<file path="src/rtl/route_word_scheduler.sv">
// rtl/route_word_scheduler.sv - round-robin burst tagger in front of the route distributor
//
// Tags each accepted word with a destination code (OUT1..OUT32) and a mode code,
// forces the data according to the mode, and walks the enabled destinations
// BURST words at a time. Mask/mode are double-buffered and only switch at a
// burst boundary so a burst never mixes two configurations.
//
// Ports:
//   clk_i, rst_i            clock, synchronous active-high reset
//   enable_i                schedule words; when low, finish the burst then idle
//   cfg_load_i              capture cfg_mask_i/cfg_mode_i into the shadow registers
//   cfg_mask_i, cfg_mode_i  destination enable mask, mode code
//   in_data_i/in_valid_i    input word stream, in_ready_o accepts
//   out_data_o/out_dest_o/out_mode_o/out_valid_o, out_ready_i   tagged output word
//   cfg_err_o               sticky illegal-mode flag
//   busy_o                  scheduler is in RUN
module route_word_scheduler #(
  parameter int DATA_W = 32,
  parameter int BURST  = 4,
  parameter int CNT_W  = $clog2(BURST + 1)
) (
  input  logic              clk_i,
  input  logic              rst_i,
  input  logic              enable_i,
  input  logic              cfg_load_i,
  input  logic [31:0]       cfg_mask_i,
  input  logic [2:0]        cfg_mode_i,
  input  logic [DATA_W-1:0] in_data_i,
  input  logic              in_valid_i,
  output logic              in_ready_o,
  output logic [DATA_W-1:0] out_data_o,
  output logic [4:0]        out_dest_o,
  output logic [2:0]        out_mode_o,
  output logic              out_valid_o,
  input  logic              out_ready_i,
  output logic              cfg_err_o,
  output logic              busy_o
);

  typedef logic [4:0] word_destination_t;

  typedef enum logic [2:0] {
    NORMAL       = 3'b000,
    ALL_SET_0    = 3'b100,
    MIDDLE_SET_0 = 3'b101,
    MIDDLE_SET_1 = 3'b110,
    ALL_SET_1    = 3'b111
  } mode_ctrl_t;

  typedef enum logic {S_IDLE, S_RUN} state_t;

  localparam int H = DATA_W / 2;
  localparam int Q = DATA_W / 4;
  // Ones over bits [H+Q-1:Q].
  localparam logic [DATA_W-1:0] MID_MASK = ({DATA_W{1'b1}} >> (DATA_W - H)) << Q;
  localparam logic [CNT_W-1:0]  BURST_C  = CNT_W'(BURST);

  // First set bit of m at or after start, wrapping 31 -> 0; start if none.
  function automatic word_destination_t find_from(input logic [31:0] m,
                                                  input word_destination_t start);
    word_destination_t r;
    word_destination_t idx;
    logic found;
    r = start;
    found = 1'b0;
    for (int i = 0; i < 32; i++) begin
      idx = start + 5'(i);
      if (!found && m[idx]) begin
        r = idx;
        found = 1'b1;
      end
    end
    return r;
  endfunction

  function automatic logic [DATA_W-1:0] force_data(input logic [DATA_W-1:0] d,
                                                   input mode_ctrl_t m);
    case (m)
      ALL_SET_1:    force_data = {DATA_W{1'b1}};
      ALL_SET_0:    force_data = '0;
      MIDDLE_SET_1: force_data = d | MID_MASK;
      MIDDLE_SET_0: force_data = d & ~MID_MASK;
      default:      force_data = d;
    endcase
  endfunction

  state_t            state_q, state_d;
  logic [31:0]       mask_q, mask_d, sh_mask_q, sh_mask_d;
  mode_ctrl_t        mode_q, mode_d, sh_mode_q, sh_mode_d;
  logic              pending_q, pending_d;
  word_destination_t ptr_q, ptr_d;
  logic [CNT_W-1:0]  cnt_q, cnt_d;
  logic [DATA_W-1:0] out_data_q, out_data_d;
  word_destination_t out_dest_q, out_dest_d;
  mode_ctrl_t        out_mode_q, out_mode_d;
  logic              out_valid_q, out_valid_d;
  logic              cfg_err_q, cfg_err_d;

  logic              in_ready;
  logic              load, drain, boundary, first_apply, mode_legal;
  word_destination_t word_ptr;
  mode_ctrl_t        word_mode;
  logic [31:0]       next_mask;

  assign mode_legal = (cfg_mode_i == 3'b000) || cfg_mode_i[2];
  assign in_ready   = (state_q == S_RUN) && (cnt_q < BURST_C) && (!out_valid_q || out_ready_i);
  assign load       = in_valid_i && in_ready;
  assign drain      = out_valid_q && out_ready_i;
  // Boundary only once the last word of the burst has left the output register.
  assign boundary   = (state_q == S_RUN) && (cnt_q == BURST_C) && drain;
  // A config captured while a burst is still empty is applied as its first word enters.
  assign first_apply = (state_q == S_RUN) && (cnt_q == '0) && pending_q && load;

  always_comb begin
    state_d     = state_q;
    mask_d      = mask_q;
    mode_d      = mode_q;
    sh_mask_d   = sh_mask_q;
    sh_mode_d   = sh_mode_q;
    pending_d   = pending_q;
    ptr_d       = ptr_q;
    cnt_d       = cnt_q;
    out_data_d  = out_data_q;
    out_dest_d  = out_dest_q;
    out_mode_d  = out_mode_q;
    out_valid_d = out_valid_q;
    cfg_err_d   = cfg_err_q;
    word_ptr    = ptr_q;
    word_mode   = mode_q;
    next_mask   = pending_q ? sh_mask_q : mask_q;

    if (state_q == S_IDLE) begin
      if (pending_q) begin
        mask_d    = sh_mask_q;
        mode_d    = sh_mode_q;
        pending_d = 1'b0;
      end else if (enable_i && (mask_q != '0)) begin
        state_d = S_RUN;
        ptr_d   = find_from(mask_q, ptr_q);
        cnt_d   = '0;
      end
    end

    if (first_apply) begin
      mask_d    = sh_mask_q;
      mode_d    = sh_mode_q;
      pending_d = 1'b0;
      word_ptr  = find_from(sh_mask_q, ptr_q);
      word_mode = sh_mode_q;
      ptr_d     = word_ptr;
    end

    if (load) begin
      out_valid_d = 1'b1;
      out_data_d  = force_data(in_data_i, word_mode);
      out_dest_d  = word_ptr;
      out_mode_d  = word_mode;
      cnt_d       = cnt_q + CNT_W'(1);
    end else if (drain) begin
      out_valid_d = 1'b0;
    end

    if (boundary) begin
      cnt_d = '0;
      if (pending_q) begin
        // New mask: search restarts at the current pointer, inclusive.
        mask_d    = sh_mask_q;
        mode_d    = sh_mode_q;
        pending_d = 1'b0;
        ptr_d     = find_from(sh_mask_q, ptr_q);
      end else begin
        ptr_d = find_from(mask_q, ptr_q + 5'd1);
      end
      if (!enable_i || (next_mask == '0)) begin
        state_d = S_IDLE;
      end
    end

    // Capture last so a load in the same cycle as an apply stays pending.
    if (cfg_load_i) begin
      sh_mask_d = cfg_mask_i;
      sh_mode_d = mode_legal ? mode_ctrl_t'(cfg_mode_i) : NORMAL;
      pending_d = 1'b1;
      if (!mode_legal) begin
        cfg_err_d = 1'b1;
      end
    end
  end

  always_ff @(posedge clk_i) begin
    if (rst_i) begin
      state_q     <= S_IDLE;
      mask_q      <= '0;
      mode_q      <= NORMAL;
      sh_mask_q   <= '0;
      sh_mode_q   <= NORMAL;
      pending_q   <= 1'b0;
      ptr_q       <= '0;
      cnt_q       <= '0;
      out_data_q  <= '0;
      out_dest_q  <= '0;
      out_mode_q  <= NORMAL;
      out_valid_q <= 1'b0;
      cfg_err_q   <= 1'b0;
    end else begin
      state_q     <= state_d;
      mask_q      <= mask_d;
      mode_q      <= mode_d;
      sh_mask_q   <= sh_mask_d;
      sh_mode_q   <= sh_mode_d;
      pending_q   <= pending_d;
      ptr_q       <= ptr_d;
      cnt_q       <= cnt_d;
      out_data_q  <= out_data_d;
      out_dest_q  <= out_dest_d;
      out_mode_q  <= out_mode_d;
      out_valid_q <= out_valid_d;
      cfg_err_q   <= cfg_err_d;
    end
  end

  assign in_ready_o  = in_ready;
  assign out_data_o  = out_data_q;
  assign out_dest_o  = out_dest_q;
  assign out_mode_o  = out_mode_q;
  assign out_valid_o = out_valid_q;
  assign cfg_err_o   = cfg_err_q;
  assign busy_o      = (state_q == S_RUN);

endmodule
</file>
<file path="config.mk">
export PLATFORM = sky130hd
export DESIGN_NAME = route_word_scheduler
export DESIGN_NICKNAME = d
export VERILOG_FILES = /design/src/rtl/route_word_scheduler.sv
export SDC_FILE = /design/constraint.sdc
export NUM_CORES = 1
export LEC_CHECK = 0
export ABC_AREA = 1
export CORE_MARGIN = 2
export CORE_UTILIZATION = 38
export CTS_BUF_LIST = sky130_fd_sc_hd__clkbuf_16
export DETAILED_ROUTE_END_ITERATION = 16
export PLACE_DENSITY = 0.53
export SETUP_SLACK_MARGIN = 0.5
export SLEW_MARGIN = 10
export SYNTH_ARGS = -nofsm -noshare
export SYNTH_HDL_FRONTEND = slang
export SYNTH_SLANG_ARGS = --single-unit
</file>
<file path="constraint.sdc">
create_clock -name clk_i -period 10 [get_ports clk_i]
set_input_delay 1 -clock clk_i [delete_from_list [all_inputs] [get_ports clk_i]]
set_output_delay 1 -clock clk_i [all_outputs]
set_load 0.05 [all_outputs]
</file>
==> flow_summary.toml <==
[status]
status = "finished clean"

[cts]
post_cts_resize_count = 0
cts-buffers-inserted = 17
clock_path_buffers = 2
cts_num_sinks = 122
hold_buffers = 0
post_cts_setup_inserts = 0
clk_tree_root_cell = "sky130_fd_sc_hd__clkbuf_16"
clock_slew_seen_by_the_registers_of_the_worst_setup_and_hold_paths_ps = 80
clk-insertion-delay-late_ps = 450
htree_num_levels = 4
clock_tree_from_tritoncts = "yes"

[critical_path]
path_depth = 46
cp-end-kind = "flip-flop"
crit_top_cell = "sky130_fd_sc_hd__nand2_1"
class_of_the_most_critical_setup_path = "flip-flop to flip-flop"
cp_data_arrival_time_ps = 8210
timing.critical_path.from_type = "flip-flop"
rr_startpoint = "ptr_q[0]"
worst_setup_path_start = "ptr_q[0]"
critical_path.max_fanout = 35
timing.critical_path.slowest_stage_cell = "sky130_fd_sc_hd__inv_2"
reg2regPathDepth = 46
worst_ep_required_time_ps = 10340
path_delay_family = "simple AND/OR/NAND/NOR gates"
worst-path-buf-inv = 3
cp_peak_stage_delay_ps = 810

[floorplan]
core_area_um2 = 45090
row_count = 78
initial_core_util_pct = 38.23
ioPinCount = 117
die_y_um = 217.0
die_x_um = 217.0
die-area_um2 = 47080

[grt]
grt_pass1_wl_mm = 125.6
grt-ovfl-total = 0
first_global_vias = 19970
grt_util_all_layers_pct = 35.55
number_of_antenna_violations_at_the_first_check_in_global_routing = 1
grt_max_degree = 86

[worst_hold_path]
hold_class = "flip-flop to flip-flop"
timing.hold.worst_path_depth = 2
worst_hold_startpoint = "mode_q[0]"

[cells_and_area]
area.sequential_um2 = 2449
drive_above_1_share_pct = 7.069
nNetsFinal = 3369
multiInputGateArea_um2 = 12240
fillCellCount = 5171
flow.area_growth_from_synthesis_pct = 11.93
antennaDiodeCount = 0

[synthesis]
part_of_the_yosys_area_used_for_sequential_elements_pct = 14.17
yosys_most_used_dff = "sky130_fd_sc_hd__dfxtp_1"
synth.avg_cell_area_um2 = 5.359
netlist.top_cell.by_area = "sky130_fd_sc_hd__nand2_1"
async_reset_ff_share_pct = 0
synthDominantCellAreaShare_pct = 21.23
synth.distinct_cells = 66
synth.cells.most_frequent = "975 x sky130_fd_sc_hd__nand2_1, 434 x sky130_fd_sc_hd__inv_1, 370 x sky130_fd_sc_hd__o21ai_0, 255 x sky130_fd_sc_hd__nand3_1, 216 x sky130_fd_sc_hd__nor2_1"
post-synth-top-count-cell = "sky130_fd_sc_hd__nand2_1"
mappedNetlistNets = 3317
synth-edff-count = 0
synthesis.instances = 3217
ys_ff_latch = 122
ys.warnings.count = 0
yosys-top-cells-area = "sky130_fd_sc_hd__nand2_1 21%, sky130_fd_sc_hd__dfxtp_1 14%, sky130_fd_sc_hd__o21ai_0 11%, sky130_fd_sc_hd__inv_1 9.4%, sky130_fd_sc_hd__nand3_1 7.4%"
syn_area_um2 = 17240

[placed_design]
input_output_buffers = 116
hpwlAfterDp_mm = 66.10
routabilityCongestion = 1.026

[detailed_routing]
met2_wirelength_mm = 36.32
met3WireLength_mm = 7.437
wire_length_on_met1_mm = 37.27
viasPerCell = 5.595
drt.antenna.violating_nets = 0
wire_per_inst_um = 21.84
wirelength_mm = 84.78
firstDrtPassIters = 7
drc = 0
initialDrtViolationCount = 2456
dr_total_vias = 21720
route.top_layer_used = "met4"

[sta]
grt_setup_unrepaired = "no"
setup_tns_ps = 0
report.final.slew_viol_count = 0
report.final.hold_viol_count = 0
fin_crit_ps = 7875
setup-violations-final = 0
max_freq_mhz = 127.0
final.period_utilization_pct = 78.75
timing.slew.headroom_pct = 23.77
worst_pin_slew_ps = 1138
clock_skew_ps = 25.53

[run]
maxCapViolCount = 0
## final cells by class
class | count | share of cell area, %
Clock inverter | 15 | 0.7587
Tap cell | 600 | 3.891
Timing Repair Buffer | 159 | 7.690
Inverter | 478 | 9.337
Multi-Input combinational cell | 2491 | 63.43
Sequential cell | 122 | 12.69
Clock buffer | 17 | 2.205
## registers in the layout (all words and copies together) (netlist names), 3 cells and up
name,count
mode_q,3
out_mode_o,3
ptr_q,5
out_data_o,32
cnt_q,3
out_dest_o,5
mask_q,32
sh_mode_q,3
sh_mask_q,32
## cell families after synthesis
logic type | after synthesis | share of synthesized area [%]
xor gates and xnor gates | 36 | 2.308
AOI/OAI and AO/OA | 760 | 23.87
and+or+nand+nor | 1646 | 41.44
adders and majority gates | 27 | 1.960
buffers and inverters | 604 | 14.97
DFF | 122 | 14.17
muxes | 22 | 1.277
## layout by cell type (no fill, tap or decap), types with 8 or more instances in the layout
master and instances:
sky130_fd_sc_hd__nor2_4 10, sky130_fd_sc_hd__clkdlybuf4s50_1 116, sky130_fd_sc_hd__o21a_1 26, sky130_fd_sc_hd__o21ai_1 94, sky130_fd_sc_hd__o21ai_0 370, sky130_fd_sc_hd__clkbuf_16 17
sky130_fd_sc_hd__a31oi_1 10, sky130_fd_sc_hd__nor2_1 215, sky130_fd_sc_hd__o211ai_1 22, sky130_fd_sc_hd__a21oi_1 172, sky130_fd_sc_hd__nand3_1 255, sky130_fd_sc_hd__nand4_1 35
sky130_fd_sc_hd__ha_1 26, sky130_fd_sc_hd__nand2_2 39, sky130_fd_sc_hd__nand2_1 975, sky130_fd_sc_hd__xor2_1 26, sky130_fd_sc_hd__inv_1 433, sky130_fd_sc_hd__o22ai_1 16
sky130_fd_sc_hd__o21ai_2 8, sky130_fd_sc_hd__buf_4 43, sky130_fd_sc_hd__nor2_2 22, sky130_fd_sc_hd__or2_2 9, sky130_fd_sc_hd__nor3_1 31, sky130_fd_sc_hd__clkinv_1 12
sky130_fd_sc_hd__dfxtp_1 119, sky130_fd_sc_hd__mux2i_1 22, sky130_fd_sc_hd__nor4_1 20, sky130_fd_sc_hd__inv_2 33
## layer usage
| layer | vias to the layer above | GRT usage (%) |
|---|---|---|
| met5 | - | 0 |
| met4 | 0 | 14.20 |
| met3 | 202 | 5.521 |
| met2 | 1093 | 55.73 |
| met1 | 9867 | 48.63 |
| li1 | 10560 | - |
## final timing paths
kind / to / slack (ps)
hold reg to reg: mode_q[0] / 450
setup reg to reg: ptr_q[1] / 2130
setup / recovery: ptr_q[1] / 2130
hold / removal: mode_q[0] / 450
## per-stage QoR
stage / cells / hold slack, ps / util [%] / area [µm²] / setup WS, ps
floorplan: 3217 / 424.6 / - / 17240 / 3337
global placement: 3850 / 439.8 / 41.53 / 18720 / 2351
detailed placement: 3850 / 445.8 / 41.53 / 18720 / 2388
CTS: 3882 / 456.2 / 42.80 / 19300 / 2335
global route: 3882 / 484.3 / 42.80 / 19300 / 1507
finish: 3882 / 451.8 / 42.80 / 19300 / 2125
## worst register-to-register path: cells and delay by family (launching register included)
kind	cells	cell delay (ps)
simple gates	40	5170
compound gates	2	630
fa+ha+maj	1	370
buf+inv	3	970
flops	1	660
Power is not shown: default switching activity piles up to over one toggle a cycle in this logic, so the estimate is an artifact.
